$ cat src/rtl/sym_dn_lut_pipe.sv
// Symmetric decision-node LUT readout: PORT_NUM folded read channels, 3-stage stallable pipeline,
// two-set 1-bit LUT loaded by a streaming FSM. Define SYM_DN_LUT_WR_FWD_EN to forward same-cycle load writes to S1 reads.
module sym_dn_lut_pipe #(
   parameter int  PORT_NUM  = 4,
   parameter int  QUAN_SIZE = 4,
   localparam int IDX_W     = 2*QUAN_SIZE-1,
   localparam int SET_NUM   = 2
) (
   input  logic                          read_clk,
   input  logic                          rstn,
   input  logic                          pipe_en,
   input  logic [PORT_NUM-1:0]           in_valid,
   input  logic [PORT_NUM-1:0]           transpose_en,
   input  logic [PORT_NUM*QUAN_SIZE-1:0] y0_in,
   input  logic [PORT_NUM*QUAN_SIZE-1:0] y1_in,
   input  logic                          read_addr_offset,
   output logic [PORT_NUM-1:0]           t_c,
   output logic [PORT_NUM-1:0]           t_c_valid,
   input  logic                          lut_load_start,
   input  logic                          lut_load_offset,
   input  logic                          lut_load_data,
   input  logic                          lut_load_valid,
   output logic                          lut_load_busy,
   output logic                          lut_load_done
);
   localparam int DEPTH = 1 << IDX_W;

   typedef enum logic [1:0] {IDLE, LOAD, DONE} load_state_e;

   load_state_e          state_q, state_d;
   logic [IDX_W-1:0]     cnt_q, cnt_d;
   logic                 set_q, set_d;
   logic                 wr_en;
   logic [DEPTH-1:0]     lut_q [SET_NUM];
   logic [DEPTH-1:0]     lut_d [SET_NUM];

   logic [IDX_W-1:0]     idx0_q [PORT_NUM];
   logic [IDX_W-1:0]     idx0_d [PORT_NUM];
   logic [PORT_NUM-1:0]  m0_q, m0_d, v0_q, v0_d;
   logic                 off0_q, off0_d;
   logic [PORT_NUM-1:0]  d1_q, d1_d, m1_q, m1_d, v1_q, v1_d;
   logic [PORT_NUM-1:0]  t_c_q, t_c_d, t_c_valid_q, t_c_valid_d;

   logic [QUAN_SIZE-1:0] y0_k, y1_k;
   logic                 s_k, m_k;

   // S0: symmetry fold of each channel into a LUT index plus sign-restore bit
   always_comb begin
      idx0_d = idx0_q;
      m0_d   = m0_q;
      v0_d   = v0_q;
      off0_d = off0_q;
      y0_k   = '0;
      y1_k   = '0;
      s_k    = 1'b0;
      m_k    = 1'b0;
      if (pipe_en) begin
         off0_d = read_addr_offset;
         v0_d   = in_valid;
         for (int unsigned k = 0; k < PORT_NUM; k++) begin
            y0_k      = y0_in[k*QUAN_SIZE +: QUAN_SIZE];
            y1_k      = y1_in[k*QUAN_SIZE +: QUAN_SIZE];
            s_k       = y0_k[QUAN_SIZE-1];
            m_k       = transpose_en[k] ^ s_k;
            m0_d[k]   = m_k;
            idx0_d[k] = {y0_k[QUAN_SIZE-2:0] ^ {(QUAN_SIZE-1){s_k}}, m_k ? ~y1_k : y1_k};
         end
      end
   end

   // S1 reads the stored array, i.e. the value before any write landing on the same edge
   always_comb begin
      d1_d = d1_q;
      m1_d = m1_q;
      v1_d = v1_q;
      if (pipe_en) begin
         m1_d = m0_q;
         v1_d = v0_q;
         for (int unsigned k = 0; k < PORT_NUM; k++) begin
            d1_d[k] = lut_q[off0_q][idx0_q[k]];
`ifdef SYM_DN_LUT_WR_FWD_EN
            if (wr_en && (set_q == off0_q) && (cnt_q == idx0_q[k])) begin
               d1_d[k] = lut_load_data;
            end
`endif
         end
      end
   end

   always_comb begin
      t_c_d       = t_c_q;
      t_c_valid_d = t_c_valid_q;
      if (pipe_en) begin
         t_c_d       = d1_q ^ m1_q;
         t_c_valid_d = v1_q;
      end
   end

   always_comb begin
      state_d = state_q;
      cnt_d   = cnt_q;
      set_d   = set_q;
      lut_d   = lut_q;
      wr_en   = 1'b0;
      unique case (state_q)
         IDLE: begin
            if (lut_load_start) begin
               state_d = LOAD;
               cnt_d   = '0;
               set_d   = lut_load_offset;
            end
         end
         LOAD: begin
            if (lut_load_valid) begin
               wr_en = rstn;
               cnt_d = cnt_q + 1'b1;
               if (&cnt_q) state_d = DONE;
            end
         end
         DONE:    state_d = IDLE;
         default: state_d = IDLE;
      endcase
      if (wr_en) lut_d[set_q][cnt_q] = lut_load_data;
   end

   // LUT storage deliberately survives reset
   always_ff @(posedge read_clk) begin
      lut_q <= lut_d;
   end

   always_ff @(posedge read_clk) begin
      if (!rstn) begin
         for (int unsigned k = 0; k < PORT_NUM; k++) idx0_q[k] <= '0;
         m0_q        <= '0;
         v0_q        <= '0;
         off0_q      <= 1'b0;
         d1_q        <= '0;
         m1_q        <= '0;
         v1_q        <= '0;
         t_c_q       <= '0;
         t_c_valid_q <= '0;
         state_q     <= IDLE;
         cnt_q       <= '0;
         set_q       <= 1'b0;
      end else begin
         idx0_q      <= idx0_d;
         m0_q        <= m0_d;
         v0_q        <= v0_d;
         off0_q      <= off0_d;
         d1_q        <= d1_d;
         m1_q        <= m1_d;
         v1_q        <= v1_d;
         t_c_q       <= t_c_d;
         t_c_valid_q <= t_c_valid_d;
         state_q     <= state_d;
         cnt_q       <= cnt_d;
         set_q       <= set_d;
      end
   end

   assign t_c           = t_c_q;
   assign t_c_valid     = t_c_valid_q;
   assign lut_load_busy = (state_q == LOAD);
   assign lut_load_done = (state_q == DONE);

endmodule

$ cat config.mk
export PLATFORM = sky130hd
export DESIGN_NAME = sym_dn_lut_pipe
export DESIGN_NICKNAME = d
export VERILOG_FILES = /design/src/rtl/sym_dn_lut_pipe.sv
export SDC_FILE = /design/constraint.sdc
export NUM_CORES = 1
export LEC_CHECK = 0
export CORE_MARGIN = 1
export CORE_UTILIZATION = 50
export DETAILED_ROUTE_END_ITERATION = 10
export PLACE_DENSITY = 0.78
export SETUP_SLACK_MARGIN = 0.2
export SLEW_MARGIN = 20
export SYNTH_ARGS = -nofsm -noshare
export SYNTH_HDL_FRONTEND = slang
export SYNTH_SLANG_ARGS = --single-unit
$ cat constraint.sdc
create_clock -name read_clk -period 2.9 [get_ports read_clk]
set_input_delay 0.87 -clock read_clk [delete_from_list [all_inputs] [get_ports read_clk]]
set_output_delay 0.87 -clock read_clk [all_outputs]
set_load 0.01 [all_outputs]
==> key figures, run 1 <==
STA
  • Worst slew pin tran: 1.00 ns
  • Setup violators final: 0
  • Final Max Tran Viols: 0
  • Post-Route Skew: 0.0216 ns
  • Min Tclk post-route: 2.66 ns
  • Headroom to the max-slew limit: 33.0%
  • RSZ-0062 raised after global routing: true
  • Fin. Hold Viols: 0
  • Highest clock rate: 0.376 GHz
  • Part of the cycle the worst path needs: 91.8%
  • Setup TNS: 0 ns

Critical path
  • Crit end category: primary output
  • Kind of critical path: register to primary output
  • Critical Path RT: 2.03 ns
  • CP delay by family, top: buffers and inverters
  • Worst reg2reg setup slack: 0.26 ns
  • Crit path from: state_q[1]
  • Crit-path cells: nor2b_2 > clkdlybuf4s50_1
  • Worst path bufs/invs: 1
  • CP peak stage delay: 0.57 ns
  • Critical Path AT: 1.79 ns
  • R2r endpoint: d1_q[3]
  • Slowest stage cell on the critical path: clkdlybuf4s50_1
  • End of the critical path: lut_load_done
  • Worst-path fanout max: 8
  • Worst r2r src: off0_q
  • Crit path depth: 2
  • Type of origin of the critical path: register
  • Worst R2R Path Depth: 9

Yosys
  • Synth Warn #: 0
  • Most used DFF post-synth: edfxtp_1
  • Post-synth top area share: 37.0%
  • Post-synth EDFFs: 256
  • Synth Register Bits: 323
  • Synth Net Count: 1683
  • Yosys top cell by area: edfxtp_1
  • Yosys cell types: 54
  • Gate Count Post-Synth: 1634
  • Sequential area share after synthesis: 43.4%
  • Avg Synthesized Cell Area: 12.7 sq um
  • Synthesized cell area: 20800 sq um
  • Ranking of synthesized cells by area: edfxtp_1 (37%), mux4_2 (26%), dfxtp_1 (6.5%)
  • Ys async rst share: 0%

Final layout
  • Area growth, synth to finish: 13.6%
  • Most common cell after layout, fill and taps aside: nor2_1
  • Commonest non-fill, non-tap cells in the layout: nor2_1 (281), edfxtp_1 (256), mux4_2 (236), buf_4 (105), nand2_1 (86)
  • Layout cells sized above 1: 27.8%
  • Total Nets Final: 1751
  • Antenna Cells: 0
  • Non-filler cells, final: 2263

Detailed routing
  • DRC viols: 0
  • Via count: 15.7k
  • Antenna-violating nets left: 0
  • Vias per std cell: 6.92
  • Drt total wl: 65800 um
  • Starting DRC count in detailed routing: 2632
  • Pre-antenna DRT Iters: 7
  • WL per Instance: 29.1 um

Clocking
  • Max Root-Sink Buffers: 3
  • CTS H-tree depth: 2
  • CTS root buf: clkbuf_16
  • Clock transition at path regs: 0.06 ns
  • Clk Latency, worst-skew pair: 0.55 ns
  • Sink Count: 323
  • CTS tree: built
  • Hold-fix buffers, CTS: 0
  • CTS Buf Count: 37

Placement
  • I/O Buffers: 57
  • DP Wirelength: 45000 um
  • Placed Cells: 2190
  • Routability cong.: 0.991

Floorplan
  • Die height: 206 um
  • I/O Pins: 58
  • Horiz. Die Dim: 206 um
  • Initial Utilization: 50.8%
  • Cell Rows: 74
  • Die area: 42400 sq um
  • Core Area: 40900 sq um

Outcome
  • Outcome: completed

Worst hold path
  • Worst Hold Class: register to register

Global route
  • Met3 usage: 7.52%
  • Gr busiest metal: met2
  • GR Util met2: 49.5%
  • Largest net degree at the start of global routing: 88
  • Grt met1 use: 41.0%
  • First-pass GRT wire length: 97100 um
  • Antenna violations before repair: 0
  • Grt ovf: 0
  • All-Layer GR Usage: 31.5%
  • Vias in the first global route: 15.3k

Job
  • Max-Cap Viols: 0

Power and ir drop
  • P_leak: 7.45 nW
  • Peak supply drop: 0.452 mV
  • PwrDens: 508 nW/um^2
[power breakdown]
group	leakage (nW)	switching, W	total, W	internal, W
Sequential	2.85	0.000163	0.00522	0.00506
Clock	0.575	0.00193	0.00457	0.00264
Combinational	4.02	0.00117	0.00220	0.00102
[area by class of cell]
| class | instances | area, sq um |
|---|---|---|
| fill | 3277 | 17300 |
| multi-input combinational | 1148 | 10900 |
| sequential | 323 | 9050 |
| timing repair buffer | 185 | 1820 |
| clock buffer | 57 | 1110 |
| tap | 532 | 666 |
| clock inverter | 11 | 60.1 |
| inverter | 7 | 26.3 |
[cells in the mapped netlist (19+ instances only)]
cell type,n
clkbuf_1,70
nor2_1,282
a22oi_1,31
edfxtp_1,256
mux2_2,32
o211a_1,25
buf_6,19
nand2_1,86
mux4_2,236
a31oi_1,29
buf_2,39
xnor2_1,36
mux2i_1,84
nand2b_1,20
dfxtp_1,67
o22ai_1,22
nand3_1,60
nor2b_1,57
[how the worst min path moves through the flow]
stage	from	endpoint	slack [ns]	cells after the start
after global routing	m0_q[3]	m0_q[3]	0.49	1
after detailed placement	m0_q[3]	m0_q[3]	0.48	1
after CTS	m0_q[3]	m0_q[3]	0.49	1
final	m0_q[3]	m0_q[3]	0.48	1
after global placement	m0_q[3]	m0_q[3]	0.46	1
after floorplan	m0_q[0]	m0_q[0]	0.45	1
[layer usage]
metal | vias up | part of all wire (%)
li1 | 6499 | -
met1 | 7720 | 36
met2 | 1167 | 46
met3 | 277 | 13
met4 | 0 | 5.6
met5 | - | 0
[cells by family after synthesis]
kind of cell / count (synthesis) / synth area share [%]
adder cells (fa/ha/maj): 1 / 0.0602
flip-flops: 323 / 43.4
buffers and inverters: 163 / 4.29
XOR/XNOR: 40 / 1.69
AO/OA/AOI/OAI: 179 / 6.45
AND/OR/NAND/NOR: 576 / 12.7
multiplexers: 352 / 31.4
[registers in the layout (all words and copies together), names as in the netlist]
| name | flops |
|---|---|
| t_c_valid | 4 |
| idx0_q | 28 |
| lut_q | 256 |
| state_q | 2 |
| m0_q | 4 |
| t_c | 4 |
| off0_q | 1 |
| v0_q | 4 |
| cnt_q | 7 |
| d1_q | 4 |
| v1_q | 4 |
| set_q | 1 |
| m1_q | 4 |
[per-stage QoR]
| stage | cell area [sq um] | util [%] | hold WS [ns] | setup WS (ns) | power (W) |
|---|---|---|---|---|---|
| after floorplan | 20800 | - | 0.454 | 0.451 | 0.00662 |
| after global placement | 22400 | 54.6 | 0.460 | 0.161 | 0.00739 |
| after detailed placement | 22400 | 54.6 | 0.475 | 0.118 | 0.00743 |
| after CTS | 23600 | 57.7 | 0.489 | 0.204 | 0.0119 |
| after global routing | 23600 | 57.7 | 0.495 | 0.159 | 0.0123 |
| final | 23600 | 57.7 | 0.482 | 0.238 | 0.0120 |
[timing repair]
action                     in CTS  in global routing
buffers inserted                5                  0
pin swaps                       0                  0
gates cloned                    0                  0
gates resized for setup         2                  3
setup endpoints to repair       5                  3
[worst register-to-register path: stages, from the launching register on]
cell and delay (ns):
dfxtp_4 0.37, buf_12 0.16, buf_4 0.14, buf_12 0.22
mux4_2 0.57, o22ai_1 0.33, nor3_1 0.09, o21ai_0 0.33
o2bb2ai_1 0.23, nor4_2 0.08
Note: power is estimated with default switching activity, not from simulation.
==> run 2: changes to the inputs <==
==> constraint.sdc (replaced) <==
create_clock -name read_clk -period 2.6 [get_ports read_clk]
set_input_delay 0.78 -clock read_clk [delete_from_list [all_inputs] [get_ports read_clk]]
set_output_delay 0.78 -clock read_clk [all_outputs]
set_load 0.01 [all_outputs]
==> run 2 against run 1 <==
Net effect: routed wire length up 2.2%; utilization is 2.3 points higher; cell area grew 4.0%; critical endpoint is now d1_q[0]; largest power group unchanged; highest routed layer unchanged.
==> key figures, run 2 (same netlist as run 1, synthesis figures left out) <==
Outcome
  • Outcome: completed

Power and ir drop
  • PwrDens: 550 nW/um^2
  • Peak supply drop: 0.472 mV
  • P_leak: 7.84 nW
  • Clock share of power: 36.8%
  • Internal: 0.00981 W
  • Net Sw Power: 0.00368 W
  • Sequential share of power: 43.0%
  • Sw Ratio: 27.2%
  • Comb power frac: 20.2%

Critical path
  • Crit end category: register
  • Crit-path cells: buf_12 > nor2_1 > buf_4 > a22oi_1 > nand3_1 > a22o_1 > o2bb2ai_2 > buf_4 > nor4_2
  • Cell mode on critical path: buf_4
  • Critical Path RT: 3.04 ns
  • Worst-path fanout max: 10
  • CP delay by family, top: compound AO/OA/AOI/OAI gates
  • Type of origin of the critical path: register
  • Slowest stage cell on the critical path: dfxtp_1
  • Worst reg2reg setup slack: 0.18 ns
  • Critical Path AT: 2.87 ns
  • CP peak stage delay: 0.67 ns
  • Kind of critical path: register to register
  • Worst path bufs/invs: 3

STA
  • Min Tclk post-route: 2.42 ns
  • Fin. Hold Viols: 0
  • Highest clock rate: 0.413 GHz
  • Headroom to the max-slew limit: 48.2%
  • Part of the cycle the worst path needs: 93.2%
  • Final Max Tran Viols: 0
  • Setup TNS: 0 ns
  • Setup violators final: 0
  • Post-Route Skew: 0.0248 ns
  • Worst slew pin tran: 0.771 ns
  • Post-route setup slack: 0.177 ns
  • Hold WS: 0.479 ns
  • RSZ-0062 raised after global routing: true

Final layout
  • Area growth, synth to finish: 18.1%
  • Commonest non-fill, non-tap cells in the layout: nor2_1 (282), edfxtp_1 (256), mux4_2 (236), buf_4 (125), nand2_1 (86)
  • Non-filler cells, final: 2307
  • Flip-flop count of the largest register after layout: 256
  • Layout cells sized above 1: 32.3%
  • Total Nets Final: 1802
  • Fin util: 60.0%
  • Antenna Cells: 0
  • Biggest register: lut_q
  • Top flop regs: lut_q (256), idx0_q (28), cnt_q (7)
  • Most common cell after layout, fill and taps aside: nor2_1
  • Fillcell total: 3121

Clocking
  • CTS root buf: clkbuf_16
  • CTS Buf Count: 36
  • CTS tree: built
  • Clk Latency, worst-skew pair: 0.56 ns
  • Max Root-Sink Buffers: 3
  • Sink Count: 323
  • CTS H-tree depth: 2
  • Clock transition at path regs: 0.06 ns
  • Hold-fix buffers, CTS: 0

Detailed routing
  • Vias per std cell: 6.96
  • DRC viols: 0
  • Pre-antenna DRT Iters: 6
  • Via count: 16.1k
  • Starting DRC count in detailed routing: 2262
  • WL per Instance: 29.1 um
  • Antenna-violating nets left: 0
  • Drt total wl: 67200 um

Floorplan
  • Cell Rows: 74
  • Die height: 206 um
  • I/O Pins: 58
  • Core Area: 40900 sq um
  • Initial Utilization: 50.8%
  • Horiz. Die Dim: 206 um
  • Die area: 42400 sq um

Global route
  • All-Layer GR Usage: 32.1%
  • Met3 usage: 7.92%
  • Antenna violations before repair: 0
  • GR Util met2: 50.1%
  • First-pass GRT wire length: 98200 um
  • Grt met1 use: 41.8%
  • Vias in the first global route: 15.5k
  • Grt ovf: 0
  • Largest net degree at the start of global routing: 78
  • Gr busiest metal: met2

Placement
  • DP Wirelength: 45400 um
  • Worst slack, placed: -0.0477 ns
  • I/O Buffers: 57
  • Placed Cells: 2216
  • Routability cong.: 0.989

Job
  • Max-Cap Viols: 0

Worst hold path
  • Worst Hold Class: register to register
run 2: cell count changes in the layout (fill, tap and decap cells not counted), sizes merged:
| cell | before | now |
|---|---|---|
| clkinvlp | 1 | 0 |
| buf | 131 | 178 |
| bufinv | 0 | 2 |
| bufbuf | 0 | 1 |
| clkdlybuf4s50 | 53 | 52 |
| clkinv | 9 | 11 |
| clkbuf | 57 | 50 |
| dlygate4sd2 | 1 | 2 |
run 2: final cells by class:
cell class | count | area (sq um) | area share (%)
multi-input combinational | 1148 | 11100 | 45.3
sequential | 323 | 9050 | 36.9
timing repair buffer | 237 | 2590 | 10.5
clock buffer | 46 | 991 | 4.04
tap | 532 | 666 | 2.71
clock inverter | 14 | 111 | 0.454
inverter | 7 | 26.3 | 0.107
run 2: final timing paths:
kind	cells after the start	from	to
setup / recovery	9	idx0_q[22]	d1_q[0]
hold / removal	1	t_c[3]	t_c[3]
setup reg to reg	9	idx0_q[22]	d1_q[0]
hold reg to reg	1	t_c[3]	t_c[3]
run 2: per-layer routing:
metal	up-vias	wire length, um	share of wire, %
met5	-	0	0
met4	0	3910	5.8
met3	284	8820	13
met2	1246	30900	46
met1	7923	23600	35
li1	6613	-	-
run 2: repair_timing:
| action | 4_1_cts | 5_1_grt |
|---|---|---|
| gates resized for setup | 27 | 59 |
| setup buffers | 7 | 18 |
| hold endpoints to repair | 0 | 0 |
| gates cloned | 2 | 4 |
| pin swaps | 2 | 19 |
| setup endpoints to repair | 6 | 4 |
run 2: metrics by stage:
stage               total power (W)  instance area (sq um)
global placement            0.00831                  22700
CTS                          0.0133                  24000
floorplan                   0.00738                  20800
global route                 0.0138                  24500
detailed placement          0.00835                  22700
finish                       0.0135                  24500
run 2: power groups by stage:
| stage | combinational, W | sequential, W | clock, W |
|---|---|---|---|
| detailed placement | 0.00243 | 0.00591 | 0 |
| global placement | 0.00240 | 0.00591 | 0 |
| CTS | 0.00252 | 0.00580 | 0.00500 |
| floorplan | 0.00159 | 0.00579 | 0 |
| global route | 0.00282 | 0.00581 | 0.00521 |
| finish | 0.00273 | 0.00581 | 0.00496 |
